<file path="config.mk">
export PLATFORM = sky130hd
export DESIGN_NAME = hack_cpu_ctrl
export DESIGN_NICKNAME = d
export VERILOG_FILES = /design/src/rtl/hack_cpu_ctrl.sv
export SDC_FILE = /design/constraint.sdc
export NUM_CORES = 1
export LEC_CHECK = 0
export ABC_AREA = 1
export BUFFER_PORTS_ARGS = -buffer_cell sky130_fd_sc_hd__buf_2
export CORE_ASPECT_RATIO = 1.5
export CORE_MARGIN = 3
export CORE_UTILIZATION = 49
export CTS_BUF_LIST = sky130_fd_sc_hd__clkbuf_4
export CTS_CLUSTER_DIAMETER = 60
export DETAILED_ROUTE_END_ITERATION = 6
export GPL_TIMING_DRIVEN = 0
export PLACE_DENSITY = 0.83
export SLEW_MARGIN = 30
export SYNTH_ARGS = -nofsm -noshare
export SYNTH_HDL_FRONTEND = slang
export SYNTH_SLANG_ARGS = --single-unit
export TNS_END_PERCENT = 5
</file>
<file path="constraint.sdc">
create_clock -name clk -period 1.8 [get_ports clk]
set_input_delay 0.18 -clock clk [delete_from_list [all_inputs] [get_ports clk]]
set_output_delay 0.18 -clock clk [all_outputs]
set_load 0.005 [all_outputs]
</file>
<file path="src/rtl/hack_cpu_ctrl.sv">
// Hack CPU control/register stage: fetch/exec FSM around an external ALU,
// holding A, D, PC and IR, with ROM and data-memory handshakes.
//
// state | meaning
// FETCH | wait for instr_valid, latch IR
// EXEC  | execute IR; C-instructions touching M stall until m_ready
module hack_cpu_ctrl #(
    parameter int PC_W     = 15,
    parameter int RESET_PC = 0
) (
    input  logic            clk,
    input  logic            rst_n,
    input  logic [15:0]     instr_in,
    input  logic            instr_valid,
    input  logic [15:0]     in_m,
    input  logic            m_ready,
    output logic [15:0]     alu_x,
    output logic [15:0]     alu_y,
    output logic            alu_zx,
    output logic            alu_nx,
    output logic            alu_zy,
    output logic            alu_ny,
    output logic            alu_f,
    output logic            alu_no,
    input  logic [15:0]     alu_out,
    input  logic            alu_zr,
    input  logic            alu_ng,
    output logic [15:0]     out_m,
    output logic            write_m,
    output logic [PC_W-1:0] address_m,
    output logic [PC_W-1:0] pc,
    output logic [15:0]     a_reg,
    output logic [15:0]     d_reg
);

    localparam logic [PC_W-1:0] PC_RST = RESET_PC[PC_W-1:0];

    typedef enum logic {
        FETCH = 1'b0,
        EXEC  = 1'b1
    } state_t;

    state_t          state_q, state_d;
    logic [15:0]     ir_q, ir_d;
    logic [15:0]     a_q, a_d;
    logic [15:0]     d_q, d_d;
    logic [PC_W-1:0] pc_q, pc_d;

    logic is_c, bit_a, dest_a, dest_d, dest_m, need_m, jmp;

    assign is_c   = ir_q[15];
    assign bit_a  = ir_q[12];
    assign dest_a = ir_q[5];
    assign dest_d = ir_q[4];
    assign dest_m = ir_q[3];
    assign need_m = bit_a | dest_m;
    assign jmp    = (ir_q[2] & alu_ng) | (ir_q[1] & alu_zr) | (ir_q[0] & ~alu_ng & ~alu_zr);

    assign alu_x  = d_q;
    assign alu_y  = bit_a ? in_m : a_q;
    assign {alu_zx, alu_nx, alu_zy, alu_ny, alu_f, alu_no} = ir_q[11:6];

    assign out_m     = alu_out;
    assign address_m = a_q[PC_W-1:0];
    assign pc        = pc_q;
    assign a_reg     = a_q;
    assign d_reg     = d_q;
    // Combinational from state so reset drops the strobe without a clock edge.
    assign write_m   = (state_q == EXEC) & is_c & dest_m;

    always_ff @(posedge clk or negedge rst_n) begin
        if (!rst_n) begin
            state_q <= FETCH;
            ir_q    <= '0;
            a_q     <= '0;
            d_q     <= '0;
            pc_q    <= PC_RST;
        end else begin
            state_q <= state_d;
            ir_q    <= ir_d;
            a_q     <= a_d;
            d_q     <= d_d;
            pc_q    <= pc_d;
        end
    end

    always_comb begin
        state_d = state_q;
        ir_d    = ir_q;
        a_d     = a_q;
        d_d     = d_q;
        pc_d    = pc_q;
        case (state_q)
            FETCH: begin
                if (instr_valid) begin
                    ir_d    = instr_in;
                    state_d = EXEC;
                end
            end
            EXEC: begin
                if (!is_c) begin
                    a_d     = {1'b0, ir_q[14:0]};
                    pc_d    = pc_q + 1'b1;
                    state_d = FETCH;
                end else if (!(need_m && !m_ready)) begin
                    // Jump target is the A value before any dest-A update.
                    if (dest_a) a_d = alu_out;
                    if (dest_d) d_d = alu_out;
                    pc_d    = jmp ? a_q[PC_W-1:0] : pc_q + 1'b1;
                    state_d = FETCH;
                end
            end
            default: state_d = FETCH;
        endcase
    end

endmodule

</file>
Yosys cells after proc, flatten, opt, wreduce, memory -nomap -nowiden:

Cells that the tools add are included.

* register bits: 64
* latch bits: 0
* memory bits (writable): 0
* bits in read-only memories: 0
* input port bits: 54
* output and inout port bits: 117
* logic and storage cells: 38
* memories kept: 0

* add/sub/neg operators: 1
* multiply operators: 0
* divide/modulo/power cells: 0
* magnitude comparators: 0
* equal/unequal tests: 2
* shifts and indexed selects: 0
* multiplexer cells: 11
* bitwise operators: 13
* reductions and logical operators: 6

Operator list (count)
* 2-to-1 mux 16 bit: 4
* 2-to-1 mux 15 bit: 3
* adder 15 x 1 -> 15 bit, second input constant: 1
* bitwise AND 1 bit: 6
* != test 2 bit, second input constant: 2
* inverter 1 bit: 4
* AND reduction 2 bit: 2
* AND reduction 4 bit: 1
* 2-to-1 mux 1 bit: 3
* bitwise OR 1 bit: 3
* AND reduction 3 bit: 1
* one-hot mux 1 bit (2 select lines): 1
* logical AND 1 bit: 1
* zero test 1 bit: 1

Logic depth before layout (Yosys ltp):

* word-level depth: 7
* depth in mapped cells: 10

Least setup slack after synthesis:

No wires, ideal clock.

* path kind: reg2reg
* start point: register pc_q[0] (netlist: pc[0])
* end point: register pc_q[12] (netlist: pc[12])
* arrival time: 1.196 ns
* data required time: 1.684 ns
* setup slack: 0.487 ns
* cell stages (with the launch flop): 9
* buffers on the path: 0
* clock period less this slack: 1.313 ns
* path through: dfrtp_1 > ha_1 > nand2_1 > nor2_1 > nand3_1 > nand2_1 > nand3_1 > nand2_1 > nand2_1

* longest elaborated chain between the ends: 4

RTL lines
* start, declared: RTL line 47 `logic [PC_W-1:0] pc_q, pc_d;`
* start signal, assigned: RTL line 83 `pc_q <= pc_d;`
* adder 15 x 1 -> 15 bit (*): RTL line 103, 109
* 2-to-1 mux 15 bit: RTL line 109 `pc_d = jmp ? a_q[PC_W-1:0] : pc_q + 1'b1;`
* 2-to-1 mux 15 bit: RTL line 105 `end else if (!(need_m && !m_ready)) begin`
* 2-to-1 mux 15 bit (*): RTL line 101 `if (!is_c) begin`

Every way passes the cells marked *; elsewhere a longest branch is shown, timed or not. The select of a mux whose other input is x is not followed.
A chain may end at the register's enable or synchronous reset.

Final worst setup path:

* start point: register ir_q[15]
* end point: output write_m

* longest elaborated chain between the ends: 2

RTL lines
* start, declared: RTL line 44 `logic [15:0] ir_q, ir_d;`
* start signal, assigned: RTL line 80 `ir_q <= ir_d;`
* bitwise AND 1 bit (2 in series): RTL line 69 `assign write_m = (state_q == EXEC) & is_c & dest_m;`
* end, declared: RTL line 29 `output logic write_m,`

No other way between the ends.

==> summary.md <==
| Metric | Value |
|---|---|
| GPL Wtd Cong | 0.859 |
| Ant. Diodes | 0 |
| Drt via density | 4.91 |
| Final Max Slew Viols | 0 |
| Syn Area/Cell | 7.47 um2 |
| Worst-path clk slew | 0.10 ns |
| Reg power frac | 38.0% |
| Net Switching | 2850 uW |
| Cell internal pwr | 4070 uW |
| Final-report hold violation count | 0 |
| Clk_skew | 0.00547 ns |
| Maxcap violations | 0 |
| Count leader, synth | nand2_1 |
| # setup viols final | 0 |
| Worst slew pin tran | 0.403 ns |
| Tmin final | 1.70 ns |
| Hpwl dp | 8990 um |
| RSZ-0062 raised after global routing | no |
| Largest net degree at the start of global routing | 47 |
| Mapped Nets | 556 |
| CP cell instances | buf_4 > buf_4 > nand2_1 > nor2_1 > buf_2 |
| Tcrit/Tclk final | 94.4% |
| Slowest stage cell on the critical path | dfrtp_2 |
| Post-synth EDFFs | 0 |
| Crit. End Element | primary output |
| Routed WL | 11400 um |
| Fill cells | 640 |
| Post-CTS Repair Setup Buffers | 0 |
| Crit path launch type | flop |
| Area grow syn2layout | 31.3% |
| Post-Syn Instances | 501 |
| # IOs | 171 |
| Ys Warns | 0 |
| Root Buffer | clkbuf_4 |
| Nets | 743 |
| Share of cells above drive strength 1 | 39.7% |
| Vias in the first global route | 3771 |
| VDD IR max | 0.848 mV |
| Initial core utilization | 51.1% |
| Netlist Area Pre-Place | 3740 um2 |
| Die Ht | 113 um |
| Post-DRT Antenna Nets | 0 |
| Number of cell rows | 38 |
| Count of different cell masters after synthesis | 23 |
| Gr ovfl total | 0 |
| Worst-Skew Late Latency | 0.42 ns |
| CTS tree | built |
| Initial DRT Pass Iterations | 5 |
| Iter 0 DRT Violations | 294 |
| Antenna violations before repair | 0 |
| Crit path kind | reg -> out |
| Leakage | 0.00285 uW |
| Slew HR | 73.0% |
| Comb power frac | 50.1% |
| DR DRC count | 0 |
| Crit path max fanout | 10 |
| Routed vias | 3890 |
| Synth top area cells | dfrtp_1, nand2_1, buf_4, o21ai_0, inv_1 |
| DR WL/cell | 14.4 um |
| Fin Setup TNS | 0 ns |
| Die ar. | 8750 um2 |
| Sequential element share of the synthesized area | 42.8% |
| CTS max path bufs | 2 |
| Chip Width | 77.4 um |
| H-tree lvl count | 3 |
| Worst min-delay path category | in -> reg |
| CTS sink cnt | 64 |
| Buf+Inv Stages, Crit Path | 3 |
| Top FF cell, synth | dfrtp_1 |
| Most frequent cells after synthesis | nand2_1, dfrtp_1, inv_1 |
| Post-synth top area share | 42.8% |
| Sw Share | 41.2% |
| IO Port Bufs | 170 |
| First-pass GRT wire length | 18200 um |
| Asr flop ratio synth | 100% |
| Tot GR Track Use | 26.3% |
| Synthesized flop and latch total | 64 |
| Clock group share of total power | 11.9% |
| Status | finished, final reports clean |
| CP peak stage delay | 0.42 ns |
| F_max | 0.589 GHz |
| Delay-heaviest family, CP | buffers and inverters |
| Cell mode on critical path | buf_4 |
| Largest area contributor in the netlist | dfrtp_1 |
| Pwr Density | 1410 nW/um2 |
| Worst Path Required | 1.62 ns |
| CTS buffer count | 9 |
| Data arrival, critical path | 1.52 ns |
| Core area | 7320 um2 |
| Final core utilization | 67.1% |
cells in the final DEF (no fill, tap or decap), drive strengths merged:
master / netlist / routed
nand2: 144 / 144
inv: 64 / 64
mux2: 5 / 5
nand4: 4 / 4
dfrtp: 64 / 64
a21oi: 13 / 13
buf: 62 / 233
xnor2: 2 / 2
nand3: 42 / 42
clkbuf: 5 / 18
xor2: 1 / 1
clkinv: 0 / 2
dlygate4sd3: 0 / 5
ha: 1 / 1
o21ai: 66 / 66
nor2: 26 / 26
nand3b: 2 / 2
kinds of logic (layout without fill, tap and decap cells):
group	after synthesis	count (layout)	share of synthesized area, %
simple gates	218	218	24.3
buf+inv	131	322	18.8
mux	5	5	1.50
compound gates	79	79	11.7
fa+ha+maj	1	1	0.334
flops	64	64	42.8
xor+xnor	3	3	0.702
worst paths after layout:
path / slack [ns] / cells past startpoint / start / endpoint
max in group asynchronous: 1.10 / 3 / rst_n / ir_q[15]
hold / removal: 0.01 / 2 / instr_in[14] / ir_q[14]
min in group asynchronous: 0.18 / 2 / rst_n / alu_x[7]
setup reg to reg: 0.23 / 8 / pc[0] / pc[8]
setup / recovery: 0.10 / 5 / ir_q[15] / write_m
hold reg to reg: 0.51 / 1 / ir_q[13] / ir_q[13]
layer usage:
| metal | part of all wire (%) | routed length, um | up-vias | track usage (%) |
|---|---|---|---|---|
| met3 | 6.8 | 783 | 24 | 6.05 |
| li1 | - | - | 1907 | - |
| met4 | 2.5 | 291 | 0 | 11.2 |
| met1 | 36 | 4070 | 1805 | 28.2 |
| met5 | 0 | 0 | - | 0 |
| met2 | 55 | 6290 | 154 | 48.9 |
area by class of cell:
type	count	area [um2]	area share, %
well taps	100	125	2.55
plain buffers	67	468	9.52
clock buffers	13	97.6	1.99
multi-input cells	306	1440	29.3
flip-flops and latches	64	1600	32.6
inverters	64	243	4.94
clock inverters	2	7.51	0.153
repair buffers	176	931	18.9
power by group through the flow:
stage | clock (uW) | sequential (uW) | combinational [uW]
floorplan | 0 | 2560 | 1940
CTS | 818 | 2610 | 3490
global placement | 0 | 2600 | 3350
global route | 890 | 2720 | 3850
finish | 824 | 2630 | 3460
detailed placement | 0 | 2630 | 3450
metrics by stage:
step / cell area (um2) / worst slack, ns / total power (uW) / instances / hold slack [ns]
global route: 4910 / 0.00979 / 7450 / 792 / 0.000438
floorplan: 3740 / 0.487 / 4500 / 501 / -0.116
finish: 4910 / 0.101 / 6910 / 792 / 0.0138
detailed placement: 4750 / 0.265 / 6090 / 772 / 0.0837
CTS: 4910 / 0.0504 / 6920 / 792 / 0.00236
global placement: 4720 / 0.266 / 5950 / 771 / 0.417
repair_timing:
item / in CTS / in global routing
hold endpoints to repair: 68 / 0
endpoints found under the setup margin: 6 / 11
gates resized for setup: 4 / 3
hold buffers: 5 / 0
worst reg2reg max path, stage by stage (launching register included):
cell and delay, ns:
dfrtp_1 0.45, ha_1 0.20, nand2_1 0.10, nor2_1 0.34
nand2_1 0.11, nand2_1 0.07, nand3_1 0.08, nand3_1 0.08
nand2_1 0.05
Note: power is estimated with default switching activity, not from simulation.
